===== src/rtl/board_pkg.sv =====
// Shared types and screen constants for the board cursor controller.
package board_pkg;

  localparam int SCR_W = 11;
  localparam int SCR_H = 10;

  typedef enum logic [2:0] {
    NONE,
    UP,
    DOWN,
    LEFT,
    RIGHT
  } dir_t;

  typedef enum logic [1:0] {
    IDLE,
    DELAY,
    REPEAT
  } cur_state_t;

  // A direction is valid only when exactly one button is pressed.
  function automatic dir_t decode_dir(input logic up, input logic down,
                                      input logic left, input logic right);
    dir_t d;
    case ({up, down, left, right})
      4'b1000: d = UP;
      4'b0100: d = DOWN;
      4'b0010: d = LEFT;
      4'b0001: d = RIGHT;
      default: d = NONE;
    endcase
    return d;
  endfunction

endpackage


===== src/rtl/rise_detect.sv =====
// Registered rising-edge detector for a level input already in the clk domain.
module rise_detect (
  input  logic clk,
  input  logic rst_n,
  input  logic d,
  output logic rise
);

  logic prev_q, prev_d;

  // Next value of the history bit is simply the current input level.
  always_comb begin
    prev_d = d;
  end

  // History register holding the previous cycle's input level.
  always_ff @(posedge clk or negedge rst_n) begin
    if (!rst_n) prev_q <= 1'b0;
    else        prev_q <= prev_d;
  end

  assign rise = d & ~prev_q;

endmodule


===== src/rtl/board_cursor_ctrl.sv =====
// Board cursor controller: frame-synchronous cell moves with autorepeat,
// edge clamping, pixel position for the sprite compositor and a select handshake.
module board_cursor_ctrl
  import board_pkg::*;
#(
  parameter int COLS         = 8,
  parameter int ROWS         = 8,
  parameter int CELL_W       = 64,
  parameter int CELL_H       = 60,
  parameter int ORIGIN_X     = 64,
  parameter int ORIGIN_Y     = 0,
  parameter int REPEAT_DELAY = 30,
  parameter int REPEAT_RATE  = 6
) (
  input  logic                      clk,
  input  logic                      rst_n,
  input  logic                      frame_tick,
  input  logic                      en,
  input  logic                      btn_up,
  input  logic                      btn_down,
  input  logic                      btn_left,
  input  logic                      btn_right,
  input  logic                      btn_sel,
  input  logic                      sel_ready,
  output logic [10:0]               cur_pos_x,
  output logic [9:0]                cur_pos_y,
  output logic [10:0]               cur_width_x,
  output logic [9:0]                cur_width_y,
  output logic [$clog2(COLS)-1:0]   cur_col,
  output logic [$clog2(ROWS)-1:0]   cur_row,
  output logic                      sel_valid,
  output logic [$clog2(COLS)-1:0]   sel_col,
  output logic [$clog2(ROWS)-1:0]   sel_row
);

  localparam int COL_W   = $clog2(COLS);
  localparam int ROW_W   = $clog2(ROWS);
  localparam int CNT_MAX = (REPEAT_DELAY > REPEAT_RATE) ? REPEAT_DELAY : REPEAT_RATE;
  localparam int CNT_W   = $clog2(CNT_MAX + 1);

  if (ORIGIN_X + COLS * CELL_W > 2048) begin : g_x_range_err
    $error("board_cursor_ctrl: board does not fit horizontally");
  end
  if (ORIGIN_Y + ROWS * CELL_H > 1024) begin : g_y_range_err
    $error("board_cursor_ctrl: board does not fit vertically");
  end

  cur_state_t              state_q, state_d;
  dir_t                    dir_q, dir_d;
  logic [CNT_W-1:0]        cnt_q, cnt_d;
  logic [COL_W-1:0]        col_q, col_d;
  logic [ROW_W-1:0]        row_q, row_d;
  logic [SCR_W-1:0]        pos_x_q, pos_x_d;
  logic [SCR_H-1:0]        pos_y_q, pos_y_d;
  logic                    sel_valid_q, sel_valid_d;
  logic [COL_W-1:0]        sel_col_q, sel_col_d;
  logic [ROW_W-1:0]        sel_row_q, sel_row_d;
  logic                    sel_rise;
  logic                    move;
  dir_t                    dir_in;

  rise_detect u_sel_rise (
    .clk   (clk),
    .rst_n (rst_n),
    .d     (btn_sel),
    .rise  (sel_rise)
  );

  assign dir_in = decode_dir(btn_up, btn_down, btn_left, btn_right);

  // Hold/autorepeat sequencing; only frame ticks advance it, disable or a pending select park it in IDLE.
  always_comb begin
    state_d = state_q;
    dir_d   = dir_q;
    cnt_d   = cnt_q;
    move    = 1'b0;
    if (!en || sel_valid_q) begin
      state_d = IDLE;
      cnt_d   = '0;
    end else if (frame_tick) begin
      case (state_q)
        IDLE: begin
          if (dir_in != NONE) begin
            move    = 1'b1;
            dir_d   = dir_in;
            cnt_d   = '0;
            state_d = DELAY;
          end
        end
        DELAY, REPEAT: begin
          if (dir_in != dir_q) begin
            state_d = IDLE;
            cnt_d   = '0;
          end else if (cnt_q == ((state_q == DELAY) ? CNT_W'(REPEAT_DELAY - 1)
                                                    : CNT_W'(REPEAT_RATE - 1))) begin
            move    = 1'b1;
            cnt_d   = '0;
            state_d = REPEAT;
          end else begin
            cnt_d = cnt_q + CNT_W'(1);
          end
        end
        default: state_d = IDLE;
      endcase
    end
  end

  // Apply a move with edge clamping, then derive pixel position from the new cell.
  always_comb begin
    col_d = col_q;
    row_d = row_q;
    if (move) begin
      case (dir_in)
        UP:      if (row_q != '0)                row_d = row_q - ROW_W'(1);
        DOWN:    if (row_q != ROW_W'(ROWS - 1))  row_d = row_q + ROW_W'(1);
        LEFT:    if (col_q != '0)                col_d = col_q - COL_W'(1);
        RIGHT:   if (col_q != COL_W'(COLS - 1))  col_d = col_q + COL_W'(1);
        default: ;
      endcase
    end
    pos_x_d = SCR_W'(ORIGIN_X) + SCR_W'(col_d) * SCR_W'(CELL_W);
    pos_y_d = SCR_H'(ORIGIN_Y) + SCR_H'(row_d) * SCR_H'(CELL_H);
  end

  // Select handshake; a clear always takes priority and edges while pending are dropped.
  always_comb begin
    sel_valid_d = sel_valid_q;
    sel_col_d   = sel_col_q;
    sel_row_d   = sel_row_q;
    if (sel_valid_q) begin
      if (sel_ready) sel_valid_d = 1'b0;
    end else if (en && sel_rise) begin
      sel_valid_d = 1'b1;
      sel_col_d   = col_q;
      sel_row_d   = row_q;
    end
  end

  // State, cursor and selection registers.
  always_ff @(posedge clk or negedge rst_n) begin
    if (!rst_n) begin
      state_q     <= IDLE;
      dir_q       <= NONE;
      cnt_q       <= '0;
      col_q       <= '0;
      row_q       <= '0;
      pos_x_q     <= SCR_W'(ORIGIN_X);
      pos_y_q     <= SCR_H'(ORIGIN_Y);
      sel_valid_q <= 1'b0;
      sel_col_q   <= '0;
      sel_row_q   <= '0;
    end else begin
      state_q     <= state_d;
      dir_q       <= dir_d;
      cnt_q       <= cnt_d;
      col_q       <= col_d;
      row_q       <= row_d;
      pos_x_q     <= pos_x_d;
      pos_y_q     <= pos_y_d;
      sel_valid_q <= sel_valid_d;
      sel_col_q   <= sel_col_d;
      sel_row_q   <= sel_row_d;
    end
  end

  assign cur_pos_x   = pos_x_q;
  assign cur_pos_y   = pos_y_q;
  assign cur_width_x = SCR_W'(CELL_W);
  assign cur_width_y = SCR_H'(CELL_H);
  assign cur_col     = col_q;
  assign cur_row     = row_q;
  assign sel_valid   = sel_valid_q;
  assign sel_col     = sel_col_q;
  assign sel_row     = sel_row_q;

endmodule


===== config.mk =====
export PLATFORM = sky130hd
export DESIGN_NAME = board_cursor_ctrl
export DESIGN_NICKNAME = d
export VERILOG_FILES = /design/src/rtl/board_pkg.sv /design/src/rtl/rise_detect.sv /design/src/rtl/board_cursor_ctrl.sv
export SDC_FILE = /design/constraint.sdc
export NUM_CORES = 1
export LEC_CHECK = 0
export BUFFER_PORTS_ARGS = -buffer_cell sky130_fd_sc_hd__clkbuf_2
export CORE_ASPECT_RATIO = 0.9
export CORE_UTILIZATION = 46
export DETAILED_ROUTE_END_ITERATION = 7
export GPL_ROUTABILITY_DRIVEN = 0
export GPL_TIMING_DRIVEN = 0
export PLACE_DENSITY = 0.7
export SLEW_MARGIN = 40
export SYNTH_ARGS = -nofsm -noshare
export SYNTH_HDL_FRONTEND = slang
export SYNTH_SLANG_ARGS = --single-unit

===== constraint.sdc =====
create_clock -name clk -period 5 [get_ports clk]
set_clock_uncertainty 0.15 [all_clocks]
set_input_delay 0.25 -clock clk [delete_from_list [all_inputs] [get_ports clk]]
set_output_delay 0.25 -clock clk [all_outputs]
set_load 0.02 [all_outputs]

Word-level counts from Yosys, hierarchy flattened
Index checks and enable logic that the tools add are counted.
{ "word_totals": {"register_bits": 41, "input_bits": 10, "elab_cells": 83, "output_inout_bits": 55} }
{ "op_classes": {"mul": 1, "eq_ne": 16, "mux": 31, "bitwise": 4, "addsub": 6, "reduce_logical": 14} }
{ "op_table": {"columns": ["cell", "n"], "rows": [
  ["$mux W5", 6],
  ["$mux W3", 6],
  ["$pmux W3 S2", 2],
  ["$pmux W3 S4", 1],
  ["$reduce_bool A3 Y1", 4],
  ["$add A7 B9 Y10 const A", 1],
  ["$mux W2", 5],
  ["$pmux W5 S2", 1],
  ["$ne A3 B3 Y1 const B", 3],
  ["$mux W1", 8],
  ["$mul A3 B4 Y7 const B", 1],
  ["$add A3 B1 Y3 const B", 2],
  ["$eq A3 B2 Y1 const B", 2],
  ["$reduce_and A3 Y1", 2],
  ["$sub A3 B1 Y3 const B", 2],
  ["$add A5 B1 Y5 const B", 1],
  ["$eq A5 B5 Y1", 1],
  ["$eq A4 B1 Y1 const B", 1],
  ["$eq A4 B2 Y1 const B", 1],
  ["$eq A4 B3 Y1 const B", 1],
  ["$eq A4 B4 Y1 const B", 1],
  ["$ne A4 B4 Y1 const B", 1],
  ["$pmux W2 S2", 1],
  ["$reduce_and A4 Y1", 1],
  ["other kinds (15)", 17]
]} }

Logic depth before layout (Yosys ltp)
Gate-level depths: netlist of run 1.
{ "depth": {"word_depth": 10, "ltp_mapped": 18} }

Hierarchy
A second synthesis of run 1 with hierarchy kept.
{ "hier_totals": {"cells_unflattened": 232, "area_unflattened_um2": 2366.0} }
{ "modules_own_cells": {"columns": ["module", "instances", "cells_each", "area_per_inst_um2"], "rows": [
  ["board_cursor_ctrl", 1, 230, 2327.2],
  ["rise_detect", 1, 2, 38.8]
]} }

Worst setup path before layout of run 1
Ideal clock, no wire load.
{ "synth_timing": {"path_type": "flip-flop to flip-flop", "from": "register state_q[0]", "to": "register pos_y_q[8], in the netlist cur_pos_y[8]", "path_slack_ns": 0.922, "stages_incl_launch_ff": 17, "arrival_time_ns": 3.862, "path_buffers": 1, "cell_sequence": "dfrtp_1 > ha_1 > or3_1 > a21oi_1 > o211a_4 > o21ai_2 > or4_1 > buf_2 > a22o_1 > fa_1 > inv_1 > ha_1 > inv_1 > fa_1 > nor2b_1 > o21ai_0 > nand2b_1"} }
{ "synth_via": {"elab_chain_len": 10} }
{ "synth_rtl": {"columns": ["item", "line_no", "text"], "rows": [
  ["start, declared", "board_cursor_ctrl.sv:48", "cur_state_t state_q, state_d;"],
  ["start signal, assigned", "board_cursor_ctrl.sv:153", "state_q <= state_d;"],
  ["$eq A2 B1 Y1", "board_cursor_ctrl.sv:81, board_cursor_ctrl.sv:94", null],
  ["$mux W5", "board_cursor_ctrl.sv:94", "end else if (cnt_q == ((state_q == DELAY) ? CNT_W'(REPEAT_DELAY - 1)"],
  ["$eq A5 B5 Y1", "board_cursor_ctrl.sv:94", null],
  ["$mux W1", "board_cursor_ctrl.sv:94", null],
  ["$mux W1", "board_cursor_ctrl.sv:91", "if (dir_in != dir_q) begin"],
  ["$pmux W1 S2 (*)", "board_cursor_ctrl.sv:81", "case (state_q)"],
  ["$mux W1 (*)", "board_cursor_ctrl.sv:80", "end else if (frame_tick) begin"],
  ["$mux W1 (*)", "board_cursor_ctrl.sv:77", "if (!en || sel_valid_q) begin"],
  ["$mux W3 (*)", "board_cursor_ctrl.sv:112", "if (move) begin"],
  ["net row_d[1]", "board_cursor_ctrl.sv:52", "logic [ROW_W-1:0] row_q, row_d;"],
  ["$mul A3 B4 Y7 (*)", "board_cursor_ctrl.sv:122", "pos_y_d = SCR_H'(ORIGIN_Y) + SCR_H'(row_d) * SCR_H'(CELL_H);"],
  ["net pos_y_d[8]", "board_cursor_ctrl.sv:54", "logic [SCR_H-1:0] pos_y_q, pos_y_d;"],
  ["end signal, assigned", "board_cursor_ctrl.sv:148", "pos_y_q <= SCR_H'(ORIGIN_Y);"],
  ["end signal, assigned", "board_cursor_ctrl.sv:159", "pos_y_q <= pos_y_d;"],
  ["end, declared", "board_cursor_ctrl.sv:54", null]
]} }
The timed path passes the listed nets; every way through them passes the cells marked *.
A chain may end at the register's enable or synchronous reset.

Worst setup path after layout of run 1
Same ends and word-level chain as after synthesis.

==> results.yml, run 1 <==
die:
  rows: 24
  core_region_area_um2: 4860
  chipHeight_um: 69.8
  floorplan.die_area_um2: 5400
  die_width_um: 77.3
  ioPinCount: 65
  floorplan.initialDensity_pct: 48.3
drt:
  detail_route.first_pass.iterations: 6
  drt_first_iter_violations: 72
  routed_via_density: 4.74
  drt_wl_total_mm: 4.27
  drc_errors: 0
  route.vias.total: 1774
  drt.antenna.violating_nets: 0
  drt-wirelength-per-cell_um: 11.4
global_routing:
  global_route.usage.total_pct: 16.6
  pin_count_of_the_biggest_net_entering_global_routing: 35
  overflow: 0
  first_global_vias: 1566
  grt_pass1_wl_mm: 6.99
  antenna_found_initial: 0
cells_and_area:
  synthToLayoutAreaGrowth_pct: 20.9
  design_area_um2: 2840
  final_layout_size_suffix_gt1_share_pct: 30.4
  antenna_cells_inserted: 0
  utilization_pct: 58.4
  nets: 341
setup_path:
  cp.required_ns: 5.08
  critPathBufInv: 3
  timing.critical_path.from_type: "flip-flop"
  crit_path_cell_trace: "ha_1 > or3_1 > a21oi_1 > o211a_4 > o21ai_2 > or4_1 > buf_2 > a22o_1 > fa_1 > inv_1 > ha_1 > inv_1 > fa_1 > nor2b_1 > o21ai_0 > nand2b_1"
  timing.critical_path.slowest_stage_cell: "sky130_fd_sc_hd__fa_1"
  crit_path_leading_delay_family: "adder cells"
  critical_path_peak_fanout: 6
  setup.worst_path.end_class: "flip-flop"
  worst_stage_delay_on_the_critical_path_ns: 0.53
  timing.rr.start: "state_q[0]"
  critical_path.startpoint: "state_q[0]"
  timing_worst_setup_path_type: "flip-flop to flip-flop"
  worstPathArrival_ns: 4.52
yosys:
  synth.avg_cell_area_um2: 9.87
  ys_seq_area_share_pct: 36.3
  primary_flip_flop_cell_chosen_by_synthesis_mapping: "sky130_fd_sc_hd__dfrtp_1"
  post_synth_instance_area_um2: 2350
  ys_types: 51
  yosysWarnings: 0
  ys_seq_elements: 34
  synth_enable_flop_cells: 0
  async_flop_share_pct: 100
  syn_inst: 238
run_status:
  status: "finished, final reports clean"
power_and_ir_drop:
  total_leakage_power_nw: 1.46
  power_uw: 847
  irDropWorstVdd_uv: 189
  cellPowerDensity_nw_per_um2: 298
min_path:
  worstHoldPathType: "input port to flip-flop"
  worstHoldStart: "sel_ready"
timing:
  final.setup.tns_ns: 0
  rsz_0062_raised_after_global_routing: "false"
  finalWorstSetupSlack_ns: 0.556
  final_hold_viol_count: 0
  finalSetupViolCount: 0
  final_period_minus_worst_setup_slack_ns: 4.44
  tightestPinTransition_ns: 0.590
  max_freq_mhz: 225
  min_period_over_period_pct: 88.9
  timing_max_transition_violations_final: 0
  timing.max_slew.rel_slack_pct: 60.4
clock_network:
  clock_insertion_delay_worst_skew_ns: 0.29
  h-tree-depth: 2
  cts_resized: 0
  cts.root.buffer_cell: "sky130_fd_sc_hd__clkbuf_8"
  cts_tree: "built"
  clk_pin_slew_worst_paths_ns: 0.08
  max-clock-path-buffers: 2
  cts.sinks: 34
  tritoncts.num_buffers: 5
placed_design:
  placed_cell_area_um2: 2710
  dp_hpwl_mm: 3.26
  io_buffer_count: 32
  place_ws_ns: 0.583
job:
  max_cap_viol_count: 0
synth_stat cells (2+ instances only):
library cell                 n  area [um2]
sky130_fd_sc_hd__nor2b_1     6        37.5
sky130_fd_sc_hd__or2_2       2        12.5
sky130_fd_sc_hd__conb_1      2        7.51
sky130_fd_sc_hd__o31ai_1     4        30.0
sky130_fd_sc_hd__xnor2_1     8        70.1
sky130_fd_sc_hd__nor3_1      5        25.0
sky130_fd_sc_hd__a21o_1      2        15.0
sky130_fd_sc_hd__fa_1        3        60.1
sky130_fd_sc_hd__buf_4      33         248
sky130_fd_sc_hd__o41ai_1     2        17.5
sky130_fd_sc_hd__nand2_1    14        52.6
sky130_fd_sc_hd__o21ai_0    17        85.1
sky130_fd_sc_hd__nand3_1     6        30.0
sky130_fd_sc_hd__nand2b_1    6        37.5
sky130_fd_sc_hd__nor4b_1     2        17.5
sky130_fd_sc_hd__dfrtp_1    33         826
sky130_fd_sc_hd__a21oi_1     9        45.0
sky130_fd_sc_hd__nor2_1      7        26.3
sky130_fd_sc_hd__inv_1      15        56.3
sky130_fd_sc_hd__nor4bb_1    2        20.0
sky130_fd_sc_hd__mux2_2      7        78.8
sky130_fd_sc_hd__buf_2       3        15.0
sky130_fd_sc_hd__ha_1       20         250
sky130_fd_sc_hd__o2bb2ai_1   2        17.5
sky130_fd_sc_hd__xor2_1      2        17.5
layout by cell type, fill, tap and decap left out, drive strengths merged, types with 2 or more instances in the layout:
cell type | netlist | routed
nand2b | 6 | 6
fa | 3 | 3
xnor2 | 8 | 8
o41ai | 2 | 2
or2 | 2 | 2
o31ai | 4 | 4
inv | 15 | 15
nor4bb | 2 | 2
a21oi | 9 | 9
dfrtp | 33 | 33
clkbuf | 0 | 37
o2bb2ai | 2 | 2
clkinvlp | 0 | 2
dlygate4sd3 | 0 | 2
nor3 | 5 | 5
nand2 | 14 | 14
xor2 | 2 | 2
buf | 38 | 38
nor4b | 3 | 3
mux2 | 7 | 7
and3 | 2 | 2
o21ai | 18 | 18
nand3 | 6 | 6
ha | 20 | 20
nor2 | 7 | 7
a21o | 2 | 2
nor2b | 6 | 6
conb | 2 | 31
per-layer routing:
| layer | global-route usage [%] | wire length [um] | up-vias |
|---|---|---|---|
| li1 | - | - | 901 |
| met2 | 28.0 | 2040 | 45 |
| met1 | 20.4 | 2000 | 823 |
| met4 | 6.29 | 42 | 0 |
| met3 | 4.08 | 192 | 5 |
| met5 | 0 | 0 | - |
kinds of logic after synthesis:
logic type / Yosys count / share of synthesized area [%]
AO/OA/AOI/OAI: 51 / 14.8
XOR/XNOR: 10 / 3.73
adder cells (fa/ha/maj): 23 / 13.2
buffers and inverters: 53 / 14.2
flip-flops: 34 / 36.3
multiplexers: 7 / 3.36
other: 2 / 0.320
AND/OR/NAND/NOR: 58 / 14.1
metrics by stage:
step | hold WS, ns | instances
floorplan | -0.196 | 267
global placement | 0.230 | 364
detailed placement | 0.117 | 364
CTS | 0.0475 | 374
global route | 0.0534 | 374
finish | 0.0599 | 374
registers in the layout, indices dropped and copies added, names as in the netlist:
name and count:
cnt_q 5, cur_col 3, cur_pos_x 4, cur_pos_y 6
cur_row 3, dir_q 3, sel_col 3, sel_row 3
sel_valid 1, state_q 2, u_sel_rise.prev_q 1
final timing paths:
kind | end | slack (ns) | cells after the start
max | cur_pos_y[8] | 0.56 | 16
min reg2reg | sel_col[2] | 0.36 | 1
max reg2reg | cur_pos_y[8] | 0.56 | 16
min in group asynchronous | cnt_q[3] | 0.32 | 2
min | sel_valid | 0.06 | 3
max in group asynchronous | cur_pos_x[6] | 4.02 | 2
power breakdown:
part	internal, mW	total, mW	switching, mW
sequential	0.314	0.340	0.0263
combinational	0.0977	0.252	0.154
clock	0.148	0.255	0.107
total	0.560	0.847	0.287
worst reg2reg max path, cell delays in order, from the launching register on:
cell,delay [ns]
sky130_fd_sc_hd__dfrtp_1,0.43
sky130_fd_sc_hd__ha_1,0.23
sky130_fd_sc_hd__or3_1,0.36
sky130_fd_sc_hd__a21oi_1,0.34
sky130_fd_sc_hd__o211a_4,0.26
sky130_fd_sc_hd__o21ai_2,0.10
sky130_fd_sc_hd__or4_1,0.47
sky130_fd_sc_hd__buf_2,0.16
sky130_fd_sc_hd__a22o_1,0.33
sky130_fd_sc_hd__fa_1,0.53
sky130_fd_sc_hd__inv_1,0.11
sky130_fd_sc_hd__ha_1,0.17
sky130_fd_sc_hd__inv_1,0.05
sky130_fd_sc_hd__fa_1,0.39
sky130_fd_sc_hd__nor2b_1,0.12
sky130_fd_sc_hd__o21ai_0,0.09
sky130_fd_sc_hd__nand2b_1,0.08
area by class of cell:
type / count / area [um2]
Inverter: 15 / 56.3
Buffer: 38 / 278
Clock inverter: 3 / 45.0
Sequential cell: 34 / 852
Multi-Input combinational cell: 180 / 1280
Fill cell: 445 / 2020
Tap cell: 65 / 81.3
Timing Repair Buffer: 34 / 183
Clock buffer: 5 / 68.8
what timing repair did:
| action | 4_1_cts | 5_1_grt |
|---|---|---|
| hold buffers | 2 | 0 |
| hold endpoints to repair | 34 | 0 |
| setup buffers | 0 | 0 |
Note: power is estimated with default switching activity, not from simulation.
==> run 2, diff against run 1 <==
--- a/config.mk
+++ b/config.mk
@@ -6,12 +6,14 @@
 export NUM_CORES = 1
 export LEC_CHECK = 0
 export BUFFER_PORTS_ARGS = -buffer_cell sky130_fd_sc_hd__clkbuf_2
+export CELL_PAD_IN_SITES_DETAIL_PLACEMENT = 1
+export CELL_PAD_IN_SITES_GLOBAL_PLACEMENT = 1
 export CORE_ASPECT_RATIO = 0.9
-export CORE_UTILIZATION = 46
+export CORE_UTILIZATION = 40
 export DETAILED_ROUTE_END_ITERATION = 7
 export GPL_ROUTABILITY_DRIVEN = 0
 export GPL_TIMING_DRIVEN = 0
-export PLACE_DENSITY = 0.7
+export PLACE_DENSITY = 0.79
 export SLEW_MARGIN = 40
 export SYNTH_ARGS = -nofsm -noshare
 export SYNTH_HDL_FRONTEND = slang
==> results.yml, run 2 (synthesized netlist as in run 1, its figures left out) <==
job:
  max_cap_viol_count: 0
clock_network:
  cts.sinks: 34
  cts_resized: 0
  post_cts.repair.setup_buffers: 0
  cts_tree: "built"
  clock_insertion_delay_worst_skew_ns: 0.29
  cts.root.buffer_cell: "sky130_fd_sc_hd__clkbuf_8"
  clk_pin_slew_worst_paths_ns: 0.07
  max-clock-path-buffers: 2
  h-tree-depth: 2
  tritoncts.num_buffers: 5
timing:
  finalWorstSetupSlack_ns: 0.488
  max_freq_mhz: 222
  timing_max_transition_violations_final: 0
  timing.max_slew.rel_slack_pct: 52.2
  rsz_0062_raised_after_global_routing: "false"
  final_hold_viol_count: 0
  min_period_over_period_pct: 90.2
  tightestPinTransition_ns: 0.714
  finalSetupViolCount: 0
  final_period_minus_worst_setup_slack_ns: 4.51
  final.setup.tns_ns: 0
cells_and_area:
  largest_register_ff_count: 6
  nets: 341
  n_fill_cell: 718
  instances_no_fill: 379
  synthToLayoutAreaGrowth_pct: 20.2
  final_layout_size_suffix_gt1_share_pct: 30.1
  design_area_um2: 2820
  most-common-layout-cells: "sky130_fd_sc_hd__buf_4 (33), sky130_fd_sc_hd__dfrtp_1 (33), sky130_fd_sc_hd__conb_1 (31), sky130_fd_sc_hd__clkbuf_2 (31), sky130_fd_sc_hd__ha_1 (20)"
  antenna_cells_inserted: 0
die:
  chipHeight_um: 74.7
  floorplan.initialDensity_pct: 41.5
  ioPinCount: 65
  rows: 26
  floorplan.die_area_um2: 6180
  core_region_area_um2: 5660
  die_width_um: 82.8
drt:
  route.vias.total: 1837
  drc_errors: 0
  routed_via_density: 4.85
  drt.antenna.violating_nets: 0
  drt-wirelength-per-cell_um: 13.9
  drt_first_iter_violations: 45
  detail_route.first_pass.iterations: 6
  drt_wl_total_mm: 5.29
setup_path:
  worstPathArrival_ns: 4.59
  cpMostUsedCell: "sky130_fd_sc_hd__inv_1"
  setup.worst_path.end_class: "flip-flop"
  cp.required_ns: 5.08
  critPathBufInv: 4
  timing_worst_setup_path_type: "flip-flop to flip-flop"
  crit_path_leading_delay_family: "adder cells"
  worst_stage_delay_on_the_critical_path_ns: 0.54
  critical_path_peak_fanout: 6
  crit_path_cell_trace: "inv_1 > ha_1 > or3_1 > a21oi_1 > o211a_4 > o21ai_2 > or4_1 > buf_2 > a22o_1 > fa_1 > inv_1 > ha_1 > inv_1 > fa_1 > nor2b_1 > o21ai_0 > nand2b_1"
  timing.critical_path.from_type: "flip-flop"
  timing.critical_path.slowest_stage_cell: "sky130_fd_sc_hd__fa_1"
placed_design:
  place_ws_ns: 0.529
  dp_hpwl_mm: 4.05
  io_buffer_count: 32
  placed_cell_area_um2: 2710
  dpl.cell_count: 369
power_and_ir_drop:
  total_leakage_power_nw: 1.46
  cellPowerDensity_nw_per_um2: 288
  irDropWorstVdd_uv: 163
global_routing:
  grt_pass1_wl_mm: 8.56
  global_route.usage.total_pct: 18.5
  antenna_found_initial: 0
  overflow: 0
  pin_count_of_the_biggest_net_entering_global_routing: 35
  first_global_vias: 1766
run_status:
  status: "finished, final reports clean"
min_path:
  worstHoldPathType: "input port to flip-flop"
-- run 2: cell types whose count changed in the layout (fill, tap and decap cells not counted), sizes merged --
cell,change
bufinv,-1
clkinv,+1
clkbuf,+2
clkinvlp,-2
-- run 2: cell type report --
| type | count | area, um2 | share of cell area, % |
|---|---|---|---|
| Inverter | 15 | 56.3 | 1.99 |
| Clock inverter | 1 | 5.00 | 0.177 |
| Buffer | 38 | 278 | 9.84 |
| Tap cell | 70 | 87.6 | 3.10 |
| Clock buffer | 7 | 86.3 | 3.06 |
| Sequential cell | 34 | 852 | 30.2 |
| Timing Repair Buffer | 34 | 183 | 6.47 |
| Multi-Input combinational cell | 180 | 1280 | 45.2 |
-- run 2: worst paths after layout --
kind                                  from           end  slack (ns)  depth (start not counted)
worst max-delay path            state_q[1]  cur_pos_y[8]        0.49                         17
worst min-delay path             sel_ready     sel_valid        0.08                          3
worst max register to register  state_q[1]  cur_pos_y[8]        0.49                         17
worst min register to register  sel_col[2]    sel_col[2]        0.36                          1
max in group asynchronous            rst_n  cur_pos_x[6]        4.02                          2
min in group asynchronous            rst_n  cur_pos_y[4]        0.33                          2
-- run 2: stage by stage --
stage / power (mW) / hold WS (ns) / utilization, %
detailed placement: 0.605 / 0.123 / 47.9
global route: 0.863 / 0.0897 / 49.9
floorplan: 0.526 / -0.196 / -
finish: 0.814 / 0.0755 / 49.9
CTS: 0.821 / 0.0781 / 49.9
global placement: 0.593 / 0.223 / 47.8
-- run 2: per-layer routing --
| layer | part of all wire [%] | vias to the layer above | GRT usage, % |
|---|---|---|---|
| li1 | - | 899 | - |
| met5 | 0 | - | 0 |
| met4 | 1.3 | 0 | 5.17 |
| met2 | 51 | 45 | 31.3 |
| met3 | 3.4 | 7 | 3.27 |
| met1 | 45 | 886 | 24.3 |
-- run 2: worst reg2reg max path: stages (launching register included) --
cell	delay, ns
sky130_fd_sc_hd__dfrtp_1	0.39
sky130_fd_sc_hd__inv_1	0.10
sky130_fd_sc_hd__ha_1	0.20
sky130_fd_sc_hd__or3_1	0.36
sky130_fd_sc_hd__a21oi_1	0.36
sky130_fd_sc_hd__o211a_4	0.26
sky130_fd_sc_hd__o21ai_2	0.10
sky130_fd_sc_hd__or4_1	0.48
sky130_fd_sc_hd__buf_2	0.16
sky130_fd_sc_hd__a22o_1	0.34
sky130_fd_sc_hd__fa_1	0.54
sky130_fd_sc_hd__inv_1	0.10
sky130_fd_sc_hd__ha_1	0.17
sky130_fd_sc_hd__inv_1	0.06
sky130_fd_sc_hd__fa_1	0.39
sky130_fd_sc_hd__nor2b_1	0.12
sky130_fd_sc_hd__o21ai_0	0.08
sky130_fd_sc_hd__nand2b_1	0.07
-- run 2: timing repair --
action | 4_1_cts | 5_1_grt
hold buffers | 2 | 0
hold endpoints to repair | 34 | 0
setup endpoints to repair | 0 | 0
-- run 2: where the power goes --
part / switching (mW) / internal [mW] / leakage [nW] / total, mW
logic: 0.160 / 0.0983 / 0.959 / 0.258
registers: 0.0274 / 0.314 / 0.450 / 0.342
clock network: 0.102 / 0.111 / 0.0482 / 0.213
